[config.mk]
export PLATFORM = sky130hd
export DESIGN_NAME = bcd_serial_subtractor
export DESIGN_NICKNAME = d
export VERILOG_FILES = /design/src/rtl/bcd_serial_subtractor.sv
export SDC_FILE = /design/constraint.sdc
export NUM_CORES = 1
export LEC_CHECK = 0
export ABC_AREA = 1
export BUFFER_PORTS_ARGS = -buffer_cell sky130_fd_sc_hd__buf_2
export CAP_MARGIN = 30
export CORE_ASPECT_RATIO = 0.5
export CORE_MARGIN = 3
export CORE_UTILIZATION = 55
export DETAILED_ROUTE_END_ITERATION = 8
export PLACE_DENSITY = 0.79
export SLEW_MARGIN = 10
export SYNTH_ARGS = -nofsm -noshare
export SYNTH_HDL_FRONTEND = slang
export SYNTH_SLANG_ARGS = --single-unit
[constraint.sdc]
create_clock -name clock_i -period 2.7 [get_ports clock_i]
set_input_delay 0 -clock clock_i [delete_from_list [all_inputs] [get_ports clock_i]]
set_output_delay 0 -clock clock_i [all_outputs]
set_load 0.02 [all_outputs]
[src/rtl/bcd_serial_subtractor.sv]
// ---------------------------------------------------------------------------
// bcd_serial_subtractor
//
// Digit-serial packed-BCD subtractor: difference = minuend - subtrahend -
// borrow_in, one BCD digit per clock, least-significant digit first.
// An underflow wraps in ten's complement, and the final borrow is reported.
//
// Ports
//   clock_i       rising-edge clock
//   reset_i       asynchronous, active-high reset
//   start_i       request; accepted only in IDLE or DONE
//   minuend_i     packed BCD operand, digit 0 in bits [3:0]
//   subtrahend_i  packed BCD operand, same packing
//   borrow_in_i   initial borrow into digit 0
//   difference_o  registered BCD result, held until the next completion
//   borrow_out_o  final borrow (minuend < subtrahend + borrow_in)
//   invalid_o     a latched operand digit was > 9 (result forced to 0)
//   busy_o        high while digits are being processed
//   done_o        one-cycle completion pulse
//   dbg_state_o   current FSM state (0 IDLE, 1 CALC, 2 DONE)
//
// Handshake: a request is taken on any rising edge where start_i=1 and the
// block is in IDLE or DONE (so back-to-back requests are accepted in the
// done cycle). start_i is ignored while busy_o=1. Operand inputs are only
// sampled on the accepting edge. The result is valid while done_o=1 and is
// held afterwards.
// ---------------------------------------------------------------------------
module bcd_serial_subtractor #(
  parameter int DIGITS = 4
) (
  input  logic                clock_i,
  input  logic                reset_i,
  input  logic                start_i,
  input  logic [4*DIGITS-1:0] minuend_i,
  input  logic [4*DIGITS-1:0] subtrahend_i,
  input  logic                borrow_in_i,
  output logic [4*DIGITS-1:0] difference_o,
  output logic                borrow_out_o,
  output logic                invalid_o,
  output logic                busy_o,
  output logic                done_o,
  output logic [1:0]          dbg_state_o
);

  localparam int W     = 4 * DIGITS;
  localparam int IDX_W = (DIGITS > 1) ? $clog2(DIGITS) : 1;
  localparam logic [IDX_W-1:0] LAST_IDX = IDX_W'(DIGITS - 1);

  typedef enum logic [1:0] {
    ST_IDLE = 2'd0,
    ST_CALC = 2'd1,
    ST_DONE = 2'd2
  } state_t;

  state_t state_q, state_d;

  logic             accept;
  logic             last_digit;
  logic             operand_bad;

  logic [W-1:0]     m_q, s_q, res_q, res_d;
  logic             b_q, b_d;
  logic             bad_q;
  logic [IDX_W-1:0] idx_q;
  logic [4:0]       diff_t;
  logic [3:0]       digit_d;

  logic [W-1:0]     difference_q;
  logic             borrow_out_q;
  logic             invalid_q;

  // ---------------- FSM: state register ----------------
  always_ff @(posedge clock_i or posedge reset_i) begin
    if (reset_i) state_q <= ST_IDLE;
    else         state_q <= state_d;
  end

  // ---------------- FSM: next state ----------------
  always_comb begin
    state_d = state_q;
    case (state_q)
      ST_IDLE: if (start_i) state_d = ST_CALC;
      ST_CALC: if (last_digit) state_d = ST_DONE;
      ST_DONE: state_d = start_i ? ST_CALC : ST_IDLE;
      default: state_d = ST_IDLE;
    endcase
  end

  // ---------------- FSM: outputs ----------------
  always_comb begin
    busy_o      = (state_q == ST_CALC);
    done_o      = (state_q == ST_DONE);
    accept      = start_i && ((state_q == ST_IDLE) || (state_q == ST_DONE));
    dbg_state_o = state_q;
  end

  assign last_digit = (idx_q == LAST_IDX);

  // Any non-BCD digit in either operand poisons the whole operation.
  always_comb begin
    operand_bad = 1'b0;
    for (int i = 0; i < DIGITS; i++) begin
      if ((minuend_i[4*i +: 4] > 4'd9) || (subtrahend_i[4*i +: 4] > 4'd9))
        operand_bad = 1'b1;
    end
  end

  // Single digit stage. The operands shift right so the current digit is
  // always in [3:0]; result digits enter at the top and after DIGITS shifts
  // digit k has arrived at bits [4k+3:4k].
  always_comb begin
    diff_t = {1'b0, m_q[3:0]} - {1'b0, s_q[3:0]} - {4'b0000, b_q};
    if (diff_t[4]) begin
      digit_d = diff_t[3:0] + 4'd10;
      b_d     = 1'b1;
    end else begin
      digit_d = diff_t[3:0];
      b_d     = 1'b0;
    end
    res_d = (res_q >> 4) | (W'(digit_d) << (W - 4));
  end

  // ---------------- datapath ----------------
  always_ff @(posedge clock_i or posedge reset_i) begin
    if (reset_i) begin
      m_q          <= '0;
      s_q          <= '0;
      b_q          <= 1'b0;
      bad_q        <= 1'b0;
      idx_q        <= '0;
      res_q        <= '0;
      difference_q <= '0;
      borrow_out_q <= 1'b0;
      invalid_q    <= 1'b0;
    end else if (accept) begin
      m_q   <= minuend_i;
      s_q   <= subtrahend_i;
      b_q   <= borrow_in_i;
      bad_q <= operand_bad;
      idx_q <= '0;
      res_q <= '0;
    end else if (state_q == ST_CALC) begin
      m_q   <= m_q >> 4;
      s_q   <= s_q >> 4;
      b_q   <= b_d;
      res_q <= res_d;
      idx_q <= idx_q + IDX_W'(1);
      // Visible outputs change only on the edge that enters DONE.
      if (last_digit) begin
        difference_q <= bad_q ? '0 : res_d;
        borrow_out_q <= bad_q ? 1'b0 : b_d;
        invalid_q    <= bad_q;
      end
    end
  end

  assign difference_o = difference_q;
  assign borrow_out_o = borrow_out_q;
  assign invalid_o    = invalid_q;

endmodule

==> out/metrics.csv <==
stage;metric;value;unit
cts;numCtsBuffers;9;
grt;grt_pass1_vias;2688;
timing;finalHoldViolations;0;
floorplanning;fp-row-count;19;
synth;syn_avg_cell_area;9.55;µm²
drt;dr_total_vias;2662;
timing;drv_slew;0;
cts;clk_pin_slew;0.06;ns
drt;dr.pass1.iters;4;
critical_path;path_cells;fa_1, fa_1, inv_1, nand2_1, nand2_1, nand2_1, nand2_1, nand2_1, or2_1, nand3_1, nand2_1;
drt;vias_per_cell;5.25;
synth;ys_top_cells_by_count;nand2_1, dfrtp_1, inv_1, o21ai_0, o221ai_1;
drt;drt-total-wl;7570;µm
cts;clkLatencyLatePin;0.33;ns
flow_run;drv_cap;0;
finish;layout-drive-gt1-share;25.1;%
pwr;total_power;5.32;mW
floorplanning;core_area;0.00559;mm²
grt;grt_usage;24.3;%
floorplanning;die_width;114;µm
floorplanning;start_util;57.8;%
timing;whs;0.0137;ns
synth;ys_ff_latch;68;
drt;drc;0;
cts;cts.path.max_buffers;2;
floorplanning;die_height;60.2;µm
critical_path;slowest_delay;0.49;ns
finish;final_util;74.7;%
timing;fmax;0.440;GHz
drt;ant_nets;0;
synth;async_reset_ff_share;100;%
timing;period_share;84.1;%
cts;post_cts_resized;0;
critical_path;crit_path_end_kind;flip-flop;
critical_path;startpoint;m_q[0]$_DFFE_PP0P_;
synth;ys_seq_area_share;52.7;%
drt;drtIter0Drc;184;
finish;fin_cells;507;
synth;synth_edf_count;0;
cts;clockRootBuffer;clkbuf_16;
finish;diodes;0;
grt;gr-total-overflow;0;
critical_path;required;2.91;ns
critical_path;startpoint_type;flip-flop;
place;place_hpwl;4740;µm
critical_path;crit_slowest_cell;fa_1;
critical_path;cp.arrival;2.48;ns
cts;cts_tree;done;
cts;clock-sinks;68;
pwr;power.density;1270;mW/mm²
synth;synthesis.area;0.00323;mm²
synth;yosys.area.top_type;dfrtp_1;
finish;multi_input_area;0.00117;mm²
min_path;min_from;subtrahend_i[10];
timing;min_period;2.27;ns
finish;area_growth;29.3;%
critical_path;crit_fanout;4;
critical_path;timing.rr.start;m_q[0]$_DFFE_PP0P_;
drt;wl_per_cell;14.9;µm
synth;synth_fp_nets;384;
synth;synthCells;338;
grt;antenna_found_initial;0;
timing;worstMarginPinSlew;0.907;ns
finish;nets;475;
pwr;leakagePower;2.14;nW
synth;synth_area_leaders;dfrtp_1, nand2_1, inv_1;
floorplanning;die_area;0.00688;mm²
timing;maxSlewHeadroom;39.5;%
finish;register_area;0.00170;mm²
pwr;ir_drop;742;µV
timing;fin_tns_setup;0;ns
critical_path;critPathKind;flip-flop to flip-flop;
place;place_ws;0.467;ns
cts;htreeDepth;3;
timing;setup_violations;0;
critical_path;crit_top_cell;nand2_1;
min_path;min_path_type;input port to flip-flop;
synth;synth_top_area_share;52.7;%
critical_path;worst-r2r-setup-slack;0.43;ns
finish;fillers;377;
grt;grt_max_degree;44;
grt;grt_pass1_wl;12700;µm
floorplanning;ioPinCount;58;
run_status;status;finished, final reports clean;
timing;rsz0062_at_grt;no;
finish;final_area;0.00417;mm²
place;placement.io_buffers;57;
place;dp.cells;457;
place;place_area;0.00353;mm²
timing;worst_clock_skew;0.00427;ns
timing;fin_ws;0.430;ns
synth;synthFlopType;dfrtp_1;
place;place.gp.congestion;0.841;
synth;ys.warnings.count;0;
synth;synth.most_common_cell;nand2_1;
synth;synth_cell_types;31;
==> repair_timing <==
item                                   in CTS  in global routing
hold buffers                               33                  0
buffers inserted                            0                  0
endpoints found under the hold margin      73                  0
==> cell type report <==
| type | instances | share of cell area [%] |
|---|---|---|
| clock buffers | 9 | 5.40 |
| repair buffers | 94 | 15.8 |
| flip-flops and latches | 68 | 40.8 |
| well taps | 73 | 2.19 |
| clock inverters | 7 | 1.62 |
| multi-input cells | 190 | 28.2 |
| inverters | 66 | 6.06 |
==> report_power, final <==
group | switching [mW] | internal (mW)
logic | 1.63 | 0.892
registers | 0.206 | 1.45
clock network | 0.426 | 0.708
==> placed cells by master, fill, tap and decap left out, types with 8 or more instances in the layout <==
cell           synthesis  layout
nand3_1               10      10
buf_2                  6      57
clkbuf_16              0       9
nand2_1               79      79
dlygate4sd3_1          0      33
o21ai_2                9       9
dfrtp_1               68      68
o22ai_1                9       9
o221ai_1              12      12
ha_1                   8       8
inv_1                 62      61
o21ai_0               20      20
==> flip-flops by register name, indices dropped and copies added (netlist names) <==
register / flops
res_q: 12
difference_o: 16
m_q: 16
s_q: 16
idx_q: 2
dbg_state_o: 2
bad_q: 1
borrow_out_o: 1
b_q: 1
invalid_o: 1
==> critical path: cells and delay by family (launching register included) <==
family                   cells  cell delay, ns
adder cells (fa/ha/maj)      2            0.90
buffers and inverters        1            0.06
flip-flops                   1            0.41
AND/OR/NAND/NOR              8            0.77
==> worst paths after layout <==
path                            cells past startpoint                            to
worst max-delay path                               11  difference_o[13]$_DFFE_PP0P_
worst min-delay path                                3           s_q[10]$_DFFE_PP0P_
worst max register to register                     11  difference_o[13]$_DFFE_PP0P_
worst min register to register                      2   difference_o[0]$_DFFE_PP0P_
max in group asynchronous                           5           s_q[15]$_DFFE_PP0P_
min in group asynchronous                           3   difference_o[7]$_DFFE_PP0P_
==> metal layers <==
metal	routed length, µm	vias to the layer above	track usage [%]	part of all wire (%)
met4	135	0	9.98	1.8
met5	0	-	0	0
met1	3160	1271	29.6	42
met2	3820	97	41.3	50
li1	-	1277	-	-
met3	460	17	7.18	6.1
==> kinds of logic (layout without fill, tap and decap cells) <==
family | Yosys count | after routing | share of synthesized area [%]
flip-flops | 68 | 68 | 52.7
AO/OA/AOI/OAI | 70 | 70 | 16.4
buffers and inverters | 80 | 176 | 10.9
XOR/XNOR | 1 | 1 | 0.271
adder cells (fa/ha/maj) | 10 | 10 | 4.34
AND/OR/NAND/NOR | 109 | 109 | 15.4
Note: power is estimated with default switching activity, not from simulation.
